$ cat config.mk
export PLATFORM = sky130hd
export DESIGN_NAME = demux32_4salidas
export DESIGN_NICKNAME = d
export VERILOG_FILES = /design/src/rtl/demux32_4salidas_pkg.sv /design/src/rtl/demux32_4salidas_canal_retencion.sv /design/src/rtl/demux32_4salidas.sv
export SDC_FILE = /design/constraint.sdc
export NUM_CORES = 1
export LEC_CHECK = 0
export ABC_AREA = 0
export BUFFER_PORTS_ARGS = -buffer_cell sky130_fd_sc_hd__buf_2
export CORE_UTILIZATION = 40
export DETAILED_ROUTE_END_ITERATION = 10
export PLACE_DENSITY_LB_ADDON = 0.1
export SLEW_MARGIN = 30
export SYNTH_ARGS = -nofsm -noshare
export SYNTH_HDL_FRONTEND = slang
export SYNTH_HIERARCHICAL = 1
export SYNTH_SLANG_ARGS = --single-unit
$ cat constraint.sdc
create_clock -name clk -period 2.58 [get_ports clk]
set_clock_uncertainty 0.2 [all_clocks]
set_input_delay 0.129 -clock clk [delete_from_list [all_inputs] [get_ports clk]]
set_output_delay 0.129 -clock clk [all_outputs]
set_load 0.005 [all_outputs]
$ cat src/rtl/demux32_4salidas_pkg.sv
// Shared constants, channel state encoding and popcount helper for the
// 1-to-4 registered demultiplexer.
package demux32_4salidas_pkg;

    localparam int unsigned NUM_CANALES = 4;
    localparam int unsigned WIDTH_DEF   = 32;

    localparam int unsigned CANAL_A = 0;
    localparam int unsigned CANAL_B = 1;
    localparam int unsigned CANAL_C = 2;
    localparam int unsigned CANAL_D = 3;

    typedef enum logic {
        EMPTY = 1'b0,
        FULL  = 1'b1
    } estadoCanal_t;

    // Number of set bits in a channel-valid vector (0..4).
    function automatic logic [2:0] contarUnos(input logic [NUM_CANALES-1:0] v);
        logic [2:0] n;
        n = '0;
        for (int i = 0; i < NUM_CANALES; i++) begin
            n = n + 3'(v[i]);
        end
        return n;
    endfunction

endpackage

$ cat src/rtl/demux32_4salidas_canal_retencion.sv
// One-entry holding register for a single output channel; a load always wins
// over a drain so a same-cycle drain+refill keeps the channel full.
module canal_retencion
    import demux32_4salidas_pkg::*;
#(
    parameter int unsigned WIDTH = WIDTH_DEF
) (
    input  logic             clk,
    input  logic             reset_n,
    input  logic             load,
    input  logic             drain,
    input  logic [WIDTH-1:0] dataIn,
    output logic             valid,
    output logic [WIDTH-1:0] dataOut
);

    estadoCanal_t     estado;
    estadoCanal_t     estadoNext;
    logic [WIDTH-1:0] dato;
    logic [WIDTH-1:0] datoNext;

    always_ff @(posedge clk) begin
        if (!reset_n) begin
            estado <= EMPTY;
            dato   <= '0;
        end else begin
            estado <= estadoNext;
            dato   <= datoNext;
        end
    end

    always_comb begin
        estadoNext = estado;
        datoNext   = dato;
        if (load) begin
            estadoNext = FULL;
            datoNext   = dataIn;
        end else if ((estado == FULL) && drain) begin
            estadoNext = EMPTY;
        end
    end

    assign valid   = (estado == FULL);
    assign dataOut = dato;

endmodule

$ cat src/rtl/demux32_4salidas.sv
// Registered 1-to-4 demultiplexer: steers one word per cycle to the channel
// chosen by sel; each channel stalls independently.
module demux32_4salidas
    import demux32_4salidas_pkg::*;
#(
    parameter int unsigned WIDTH = WIDTH_DEF
) (
    input  logic                   clk,
    input  logic                   reset_n,
    input  logic [1:0]             sel,
    input  logic [WIDTH-1:0]       entrada,
    input  logic                   entrada_valid,
    output logic                   entrada_ready,
    output logic [WIDTH-1:0]       salidaA,
    output logic [WIDTH-1:0]       salidaB,
    output logic [WIDTH-1:0]       salidaC,
    output logic [WIDTH-1:0]       salidaD,
    output logic [NUM_CANALES-1:0] salida_valid,
    input  logic [NUM_CANALES-1:0] salida_ready,
    output logic [2:0]             ocupados
);

    logic [NUM_CANALES-1:0] load;
    logic [NUM_CANALES-1:0] validNext;
    logic [WIDTH-1:0]       datos [NUM_CANALES];

    assign entrada_ready = ~salida_valid[sel] | salida_ready[sel];

    // Load decode is gated by entrada_valid first so an unknown sel while idle
    // cannot reach any channel.
    always_comb begin
        load = '0;
        if (entrada_valid && entrada_ready) begin
            load[sel] = 1'b1;
        end
    end

    assign validNext = load | (salida_valid & ~salida_ready);

    always_ff @(posedge clk) begin
        if (!reset_n) begin
            ocupados <= '0;
        end else begin
            ocupados <= contarUnos(validNext);
        end
    end

    for (genvar i = 0; i < NUM_CANALES; i++) begin : g_canal
        canal_retencion #(
            .WIDTH (WIDTH)
        ) u_canal (
            .clk     (clk),
            .reset_n (reset_n),
            .load    (load[i]),
            .drain   (salida_ready[i]),
            .dataIn  (entrada),
            .valid   (salida_valid[i]),
            .dataOut (datos[i])
        );
    end

    assign salidaA = datos[CANAL_A];
    assign salidaB = datos[CANAL_B];
    assign salidaC = datos[CANAL_C];
    assign salidaD = datos[CANAL_D];

endmodule

==> impl_metrics.json <==
{
  "wl_per_cell_um": 14.5,
  "yosysWarnings": 6,
  "place.port_buffers": 176,
  "synth_top_area_frac": 0.501,
  "reg2reg_depth": 6,
  "die_y_um": 118,
  "cpMaxStageDelayCell": "dlygate4sd3_1",
  "whs_path_depth": 2,
  "fin_cells": 855,
  "maxCapViolations": 0,
  "drt_first_pass_iters": 4,
  "max_freq_mhz": 475,
  "design_area_mm2": 0.00720,
  "clkLatencyLatePin_ns": 0.41,
  "hold_start": "reset_n",
  "required_ns": 2.69,
  "dp_hpwl_um": 7900,
  "hold_violations": 0,
  "remaining_drc_errors": 0,
  "clock_path_buffers": 2,
  "rows": 42,
  "p_seq_frac": 0.448,
  "dieWidth_um": 118,
  "synth-seq-area-share": 0.501,
  "synthFlopType": "dfxtp_1",
  "tightest_slew_ns": 0.712,
  "start_kind": "primary input",
  "vias_per_cell": 4.49,
  "synth_top_area_cell": "dfxtp_1",
  "cp_max_fo": 3,
  "grt_max_degree": 47,
  "setup_viol": 0,
  "crit_top_cell": "ha_1",
  "slew_viol_final": 0,
  "tns_ns": 0,
  "power-per-cell-area_mw_per_mm2": 681,
  "min_to": "g_canal[0].u_canal/valid",
  "ir_drop_mv": 0.408,
  "syn_area_mm2": 0.00539,
  "arrival_ns": 2.21,
  "holdBufCountCts": 36,
  "synth_common_cells": "135 x dfxtp_1, 135 x nor2b_1, 128 x mux2i_1, 12 x buf_12, 12 x clkbuf_1",
  "slew_headroom": 0.525,
  "internal_power_mw": 3.81,
  "status": "finished, final reports clean",
  "synth-edff-count": 0,
  "clkTransAtPathRegs_ns": 0.05,
  "ioPinCount": 177,
  "synthDistinctLibCells": 23,
  "grt_pass1_wl_um": 19600,
  "fin_crit_ns": 2.11,
  "drtIter0Drc": 172,
  "hold_class": "primary input to flip-flop",
  "grt_overflow": 0,
  "place.gp.congestion": 0.769,
  "netlist_instances": 457,
  "p_leak_nw": 3.05,
  "antenna_found_initial": 0,
  "avgSynthCellArea_um2": 11.8,
  "synth_area_leaders": "dfxtp_1 50%, mux2i_1 24%, nor2b_1 16%",
  "h-tree-depth": 4,
  "dp_cells": 788,
  "worstReg2RegEnd": "ocupados[1]",
  "drt-total-wl_um": 12400,
  "r2r_start": "g_canal[1].u_canal/valid",
  "switchingPower_mw": 1.10,
  "slowest_delay_ns": 0.54,
  "fin_crit_sh": 0.816,
  "die_area_mm2": 0.0140,
  "synth_seq_cells": 135,
  "layout-drive-gt1-share": 0.324,
  "cts_resized": 0,
  "path_class": "primary input to flip-flop",
  "grt_pass1_vias": 3837,
  "cp_cell_sequence": "dlygate4sd3_1, buf_2, nor2b_1, o21bai_1, fa_1, ha_1, ha_1, and2_1",
  "clock-root-buffer": "clkbuf_16",
  "start_util": 0.409,
  "layout.nets": 711,
  "cts_tree": "done",
  "synthArstFlopShare": 0,
  "cts-buffers-inserted": 17,
  "combPwrFrac": 0.091,
  "track_usage": 0.182,
  "synth_nets": 501,
  "switching_share": 0.223,
  "post_cts_buffers": 0,
  "area_growth_pct": 33.5,
  "ant_nets": 0,
  "clkPwrFrac": 0.462,
  "cp-end-kind": "flip-flop",
  "rsz0062_at_grt": "false",
  "ff2ff_setup_slack_ns": 0.49,
  "vias": 3837,
  "place_area_mm2": 0.00628,
  "diodes": 0,
  "coreArea_mm2": 0.0132,
  "cts_num_sinks": 135
}
## worst max-delay path by stage
stage | from | to | cells after the start | slack (ns)
final | salida_ready[1] | ocupados[1] | 8 | 0.47
after global routing | g_canal[3].u_canal/valid | ocupados[1] | 6 | 0.38
after CTS | g_canal[1].u_canal/valid | ocupados[1] | 6 | 0.49
after detailed placement | g_canal[1].u_canal/valid | ocupados[1] | 6 | 0.49
after global placement | g_canal[1].u_canal/valid | ocupados[1] | 6 | 0.53
after floorplan | g_canal[0].u_canal/valid | ocupados[1] | 6 | 0.61
## layout by cell type, fill, tap and decap left out, drive strengths merged, types with 3 or more instances in the layout
cell / n
and2: 3
dfxtp: 135
nor2b: 135
o21a: 4
dlygate4sd3: 36
buf: 185
clkinv: 6
clkbuf: 22
o21bai: 3
nor3: 3
mux2i: 128
## cells by family (layout without fill, tap and decap cells)
family / count (synthesis) / after routing / share of synthesized area
multiplexers: 128 / 128 / 0.238
AO/OA/AOI/OAI: 9 / 9 / 0.0116
AND/OR/NAND/NOR: 150 / 150 / 0.176
buffers and inverters: 32 / 254 / 0.0656
adder cells (fa/ha/maj): 3 / 3 / 0.00835
flip-flops: 135 / 135 / 0.501
## state kept, by name, indices dropped and copies added (netlist names)
name and flops:
g_canal.u_canal/valid 4, g_canal.u_canal/dataOut 128, ocupados 3
## critical path, delay by kind of cell
kind                     cells  cell delay, ns
AO/OA/AOI/OAI                1            0.17
adder cells (fa/ha/maj)      3            0.92
buffers and inverters        2            0.68
AND/OR/NAND/NOR              2            0.32
## power groups by stage
stage / Combinational (mW) / Clock, mW / Sequential (mW)
after global placement: 0.399 / 0 / 2.24
after detailed placement: 0.408 / 0 / 2.24
after CTS: 0.450 / 2.33 / 2.20
after global routing: 0.487 / 2.42 / 2.20
final: 0.444 / 2.26 / 2.20
after floorplan: 0.245 / 0 / 2.25
## through the flow
| stage | total power, mW | hold WS (ns) | utilization | setup slack, ns |
|---|---|---|---|---|
| after floorplan | 2.49 | 0.0507 | - | 0.609 |
| after global placement | 2.64 | 0.232 | 0.476 | 0.528 |
| after detailed placement | 2.65 | 0.244 | 0.476 | 0.490 |
| after CTS | 4.97 | 0.102 | 0.546 | 0.491 |
| after global routing | 5.11 | 0.132 | 0.546 | 0.381 |
| final | 4.90 | 0.104 | 0.546 | 0.474 |
## layer usage
layer | GRT usage | vias up | part of all wire
li1 | - | 1942 | -
met5 | 0 | - | 0
met1 | 0.222 | 1769 | 0.47
met4 | 0.0721 | 0 | 0.013
met2 | 0.294 | 112 | 0.45
met3 | 0.0630 | 14 | 0.063
## area by class of cell
cell class / instances / area, µm²
clock buffer: 22 / 484
clock inverter: 9 / 75.1
fill: 1211 / 5990
inverter: 2 / 7.51
multi-input combinational: 290 / 2360
sequential: 135 / 2700
tap: 176 / 220
timing repair buffer: 221 / 1350
(Power assumes the default switching activity.)
